`src/rtl/trng_pkg.sv`:
```
// trng_pkg: default parameters and health-state enum shared by the TRNG health FIFO
package trng_pkg;
  localparam int DEF_DEPTH = 8;
  localparam int DEF_WARMUP = 16;
  localparam int DEF_RCT_CUTOFF = 4;
  localparam int DEF_APT_WINDOW = 64;
  localparam int DEF_APT_CUTOFF = 13;
  typedef enum logic [1:0] {S_WARMUP, S_RUN, S_ALARM} health_state_t;
endpackage

```
`src/rtl/trng_byte_fifo.sv`:
```
// trng_byte_fifo: first-word-fall-through byte FIFO (clk, reset, push, pop, flush, din -> dout, count, full, empty)
module trng_byte_fifo #(
  parameter int DEPTH = 8
) (
  input  logic                     clk,
  input  logic                     reset,
  input  logic                     push,
  input  logic                     pop,
  input  logic                     flush,
  input  logic [7:0]               din,
  output logic [7:0]               dout,
  output logic [$clog2(DEPTH):0]   count,
  output logic                     full,
  output logic                     empty
);
  localparam int AW = $clog2(DEPTH);
  localparam int CW = AW + 1;
  logic [7:0] mem [DEPTH];
  logic [AW-1:0] wptr, rptr;
  logic do_push, do_pop;
  always_comb begin
    full = count == CW'(DEPTH);
    empty = count == '0;
    do_push = push && (!full || pop);
    do_pop = pop && !empty;
    dout = mem[rptr];
  end
  always_ff @(posedge clk) begin
    if (reset || flush) begin
      wptr <= '0;
      rptr <= '0;
      count <= '0;
    end else begin
      wptr <= do_push ? wptr + AW'(1) : wptr;
      rptr <= do_pop ? rptr + AW'(1) : rptr;
      count <= count + CW'(do_push) - CW'(do_pop);
    end
  end
  always_ff @(posedge clk) begin
    if (do_push && !flush) mem[wptr] <= din;
  end
endmodule

```
`src/rtl/trng_health_fifo.sv`:
```
// trng_health_fifo: RCT/APT health-tested byte FIFO (clk, reset, in_data/in_valid -> out_data/out_valid/out_ready, alarm, alarm_clr, fill_level)
module trng_health_fifo
  import trng_pkg::*;
#(
  parameter int DEPTH = DEF_DEPTH,
  parameter int WARMUP = DEF_WARMUP,
  parameter int RCT_CUTOFF = DEF_RCT_CUTOFF,
  parameter int APT_WINDOW = DEF_APT_WINDOW,
  parameter int APT_CUTOFF = DEF_APT_CUTOFF
) (
  input  logic                   clk,
  input  logic                   reset,
  input  logic [7:0]             in_data,
  input  logic                   in_valid,
  output logic [7:0]             out_data,
  output logic                   out_valid,
  input  logic                   out_ready,
  output logic                   alarm,
  input  logic                   alarm_clr,
  output logic [$clog2(DEPTH):0] fill_level
);
  localparam int RW = $clog2(RCT_CUTOFF + 1);
  localparam int MW = $clog2(APT_CUTOFF + 1);
  localparam int WW = $clog2(APT_WINDOW);
  localparam int CW = $clog2(WARMUP + 1);
  health_state_t state, state_next;
  logic [7:0] prev_byte, ref_byte;
  logic [RW-1:0] run_cnt, run_next;
  logic [MW-1:0] match_cnt, match_next;
  logic [WW-1:0] win_cnt;
  logic [CW-1:0] warm_cnt;
  logic accept, win_start, rct_fail, apt_fail, fail;
  logic push, pop, flush, full, empty;
  always_comb begin
    accept = in_valid && state != S_ALARM;
    win_start = win_cnt == '0;
    run_next = in_data == prev_byte ? run_cnt + RW'(1) : RW'(1);
    match_next = win_start ? MW'(1) : in_data == ref_byte ? match_cnt + MW'(1) : match_cnt;
    rct_fail = run_next >= RW'(RCT_CUTOFF);
    apt_fail = match_next >= MW'(APT_CUTOFF);
    fail = accept && (rct_fail || apt_fail);
  end
  always_ff @(posedge clk) begin
    if (reset) state <= S_WARMUP;
    else state <= state_next;
  end
  always_comb begin
    state_next = state == S_ALARM ? (alarm_clr ? S_WARMUP : S_ALARM) :
                 fail ? S_ALARM :
                 (state == S_WARMUP && accept && warm_cnt == CW'(WARMUP - 1)) ? S_RUN : state;
  end
  always_comb begin
    alarm = state == S_ALARM;
    out_valid = !empty && !alarm;
    pop = out_valid && out_ready;
    push = state == S_RUN && accept && !fail && (!full || pop);
    flush = state_next == S_ALARM;
  end
  always_ff @(posedge clk) begin
    if (reset) begin
      prev_byte <= 8'h00;
      ref_byte <= 8'h00;
      run_cnt <= '0;
      match_cnt <= '0;
      win_cnt <= '0;
      warm_cnt <= '0;
    end else if (state == S_ALARM && alarm_clr) begin
      run_cnt <= '0;
      match_cnt <= '0;
      win_cnt <= '0;
      warm_cnt <= '0;
    end else if (accept) begin
      prev_byte <= in_data;
      run_cnt <= run_next;
      match_cnt <= match_next;
      ref_byte <= win_start ? in_data : ref_byte;
      win_cnt <= win_cnt == WW'(APT_WINDOW - 1) ? '0 : win_cnt + WW'(1);
      warm_cnt <= state == S_WARMUP ? warm_cnt + CW'(1) : warm_cnt;
    end
  end
  trng_byte_fifo #(.DEPTH(DEPTH)) u_fifo (
    .clk   (clk),
    .reset (reset),
    .push  (push),
    .pop   (pop),
    .flush (flush),
    .din   (in_data),
    .dout  (out_data),
    .count (fill_level),
    .full  (full),
    .empty (empty)
  );
endmodule
```
`config.mk`:
```
export PLATFORM = sky130hd
export DESIGN_NAME = trng_health_fifo
export DESIGN_NICKNAME = d
export VERILOG_FILES = /design/src/rtl/trng_pkg.sv /design/src/rtl/trng_byte_fifo.sv /design/src/rtl/trng_health_fifo.sv
export SDC_FILE = /design/constraint.sdc
export NUM_CORES = 1
export LEC_CHECK = 0
export ABC_CLOCK_PERIOD_IN_PS = 3350
export BUFFER_PORTS_ARGS = -buffer_cell sky130_fd_sc_hd__buf_2
export CAP_MARGIN = 10
export CORE_MARGIN = 8
export CORE_UTILIZATION = 60
export DETAILED_ROUTE_END_ITERATION = 12
export MAX_ROUTING_LAYER = met4
export PLACE_DENSITY = 0.77
export SKIP_LAST_GASP = 1
export SLEW_MARGIN = 20
export SYNTH_ARGS = -nofsm -noshare
export SYNTH_HDL_FRONTEND = slang
export SYNTH_SLANG_ARGS = --single-unit
export TNS_END_PERCENT = 1
```
`constraint.sdc`:
```
create_clock -name clk -period 3.35 [get_ports clk]
set_input_delay 0.1675 -clock clk [delete_from_list [all_inputs] [get_ports clk]]
set_output_delay 0.1675 -clock clk [all_outputs]
set_load 0.05 [all_outputs]
```
==> results_dict.tcl <==
set metrics [dict create \
    avgSynthCellArea_sq_um 12.6 \
    wl_per_cell_um 17.8 \
    yosysSeqAreaShare_pct 58.7 \
    path_depth 11 \
    cts_sinks 113 \
    p_leak_uw 0.00205 \
    cts_tree "built" \
    crit_top_cell "inv_1" \
    root_buffer "clkbuf_8" \
    critPathLaunch "match_cnt[0]" \
    clock_skew_ns 0.00839 \
    grt_pass1_wl_mm 15.9 \
    core-area_sq_um 8090 \
    drt_iter0_drc 172 \
    initial_core_util_pct 61.1 \
    worstRegToRegCells 11 \
    finalCritPeriodShare_pct 82.6 \
    num_vias 3205 \
    rsz0062_at_grt "no" \
    worstPathCellList "ha_1, inv_1, a2111oi_4, a21oi_1, and2_1, o211ai_2, inv_1, ha_1, inv_1, fa_1, nor2_1" \
    ioPinCount 27 \
    grt_max_degree 26 \
    slew_violations 0 \
    reg2reg_from "match_cnt[0]" \
    relSlewSlack_pct 50.5 \
    grt_pass1_vias 3183 \
    drtPass1Iterations 4 \
    power.internal_uw 2870 \
    port_buffers 26 \
    cts_hold_buffers 1 \
    crit_slowest_cell "fa_1" \
    nNetsFinal 463 \
    path_clk_slew_ns 0.06 \
    worstPathMaxFanout 8 \
    cts_buffer_depth 2 \
    post_cts_buffers 0 \
    synth-edff-count 64 \
    async_flop_share_pct 0 \
    grt_usage_pct 18.7 \
    die_area_sq_um 11400 \
    fmax_mhz 361 \
    power_frac_clock_pct 39.4 \
    wirelength_mm 9.83 \
    cts_htree_levels 4 \
    critPathKind "flip-flop to flip-flop" \
    layout_common_cells "edfxtp_1 (64), dfxtp_1 (49), nand2_1 (43), a21oi_1 (28)" \
    cts-resized-gates 0 \
    clock_latency_ns 0.51 \
    synth_nets 422 \
    ys_ff_latch 113 \
    routabilityCongestion 0.831 \
    die_width_um 107 \
    fillers 568 \
    hold_class "input pin to flip-flop" \
    maxCapViolCount 0 \
    tns_ns 0 \
    r2r_slack_ns 0.58 \
    arrival_ns 3.22 \
    report.final.hold_viol_count 0 \
    hold_start "in_data[1]" \
    drtAntennaViolNets 0 \
    layout-drive-gt1-share_pct 24.1 \
    synth_area_sq_um 4940 \
    critPathBufInv 3 \
    remaining_drc_errors 0 \
    setup_violations 0 \
    min_period_ns 2.77 \
    p_sw_uw 1290 \
    status "complete, no violations" \
    yosys_warnings 0 \
    pwr-share-comb_pct 22.3 \
    die_h_um 107 \
    crit_path_end_kind "flip-flop" \
    postSynthCellCount 394 \
    n_antenna_cell 0 \
    cp.required_ns 3.80 \
    cp-start-kind "flip-flop" \
    cp_top_family "adder cells" \
    r2r_end "u_fifo.count[1]" \
    seqPwrFrac_pct 38.3 \
    hpwl_mm 6.47 \
    endpoint "u_fifo.count[1]" \
    final_core_util_pct 71.4 \
    antenna_found_initial 0 \
    rows 33 \
    final_common_cell "edfxtp_1" \
    cts_buffers 17 \
    vias_per_cell 5.80 \
    worstMarginPinSlew_ns 0.741 \
    synth_ff_type "edfxtp_1" \
    max-vdd-ir-drop_v 0.000353 \
    slowest_delay_ns 0.40 \
    globalRouteOverflowTotal 0 \
    area_delta_synth_final_pct 16.9 \
    sw_frac_of_total_pct 31.1 \
    powerDensity_nw_per_um2 721 \
    ys_types 49 \
]
==> cell families (layout without fill, tap and decap cells) <==
kind of cell / after synthesis / in the layout / share of synthesized area [%]
AOI/OAI and AO/OA: 58 / 58 / 8.60
xor gates and xnor gates: 29 / 29 / 5.14
adders and majority gates: 15 / 15 / 3.95
buffers and inverters: 36 / 90 / 2.99
DFF: 113 / 113 / 58.7
muxes: 25 / 25 / 9.31
and+or+nand+nor: 118 / 118 / 11.3
==> worst min-delay path: stages <==
cell and delay, ns:
buf_2 0.18, nand2_1 0.08, a21oi_1 0.05
==> sequential cells by signal, indices dropped and copies added (netlist names), named ones only <==
register	count
u_fifo.mem	64
prev_byte	8
ref_byte	8
win_cnt	6
warm_cnt	5
match_cnt	4
u_fifo.count	4
run_cnt	3
u_fifo.rptr	3
u_fifo.wptr	3
state	2
==> final cells by class <==
class	instances	area, sq um	area share [%]
Tap cell	105	131	2.27
Clock inverter	14	133	2.29
Clock buffer	18	418	7.23
Timing Repair Buffer	39	230	3.98
Inverter	19	71.3	1.23
Multi-Input combinational cell	245	1890	32.8
Sequential cell	113	2900	50.2
==> cell usage after synthesis, drive strengths merged (9+ instances only) <==
cell	number	area (sq um)
xnor2	19	166
a21oi	30	158
dfxtp	49	981
xor2	10	87.6
nand2	43	161
edfxtp	64	1920
ha	14	175
nand3	12	60.1
nor2	27	104
mux4	16	360
buf	9	46.3
inv	19	71.3
==> per-stage QoR <==
| stage | hold slack [ns] | worst slack [ns] | total power (uW) | area, sq um | instances |
|---|---|---|---|---|---|
| 6_report | 0.0257 | 0.581 | 4170 | 5780 | 553 |
| 3_3_place_gp | 0.455 | 0.681 | 2520 | 5220 | 520 |
| 3_5_place_dp | 0.462 | 0.597 | 2550 | 5220 | 520 |
| 2_1_floorplan | 0.266 | 0.0631 | 2350 | 4940 | 394 |
| 5_1_grt | 0.0193 | 0.397 | 4320 | 5780 | 553 |
| 4_1_cts | 0.00399 | 0.590 | 4190 | 5780 | 553 |
==> per-layer routing <==
layer	track usage, %	vias up	share of wire (%)
li1	-	1516	-
met1	21.1	1589	42
met2	30.1	77	51
met3	5.04	23	4.2
met4	9.95	0	3.0
met5	-	-	0
==> worst min path at each step <==
stage,endpoint,slack (ns),depth (start not counted)
after global placement,prev_byte[0],0.46,2
final,prev_byte[1],0.03,3
after global routing,u_fifo.mem[3][5],0.02,1
after CTS,prev_byte[1],0.004,3
after detailed placement,prev_byte[3],0.46,2
after floorplan,u_fifo.mem[0][0],0.27,0
==> power by group through the flow <==
stage	combinational, uW	clock (uW)	sequential [uW]
after floorplan	684	0	1670
after global placement	903	0	1620
after detailed placement	926	0	1620
after CTS	936	1660	1600
after global routing	1010	1710	1600
final	927	1640	1600
Note: power is estimated with default switching activity, not from simulation.
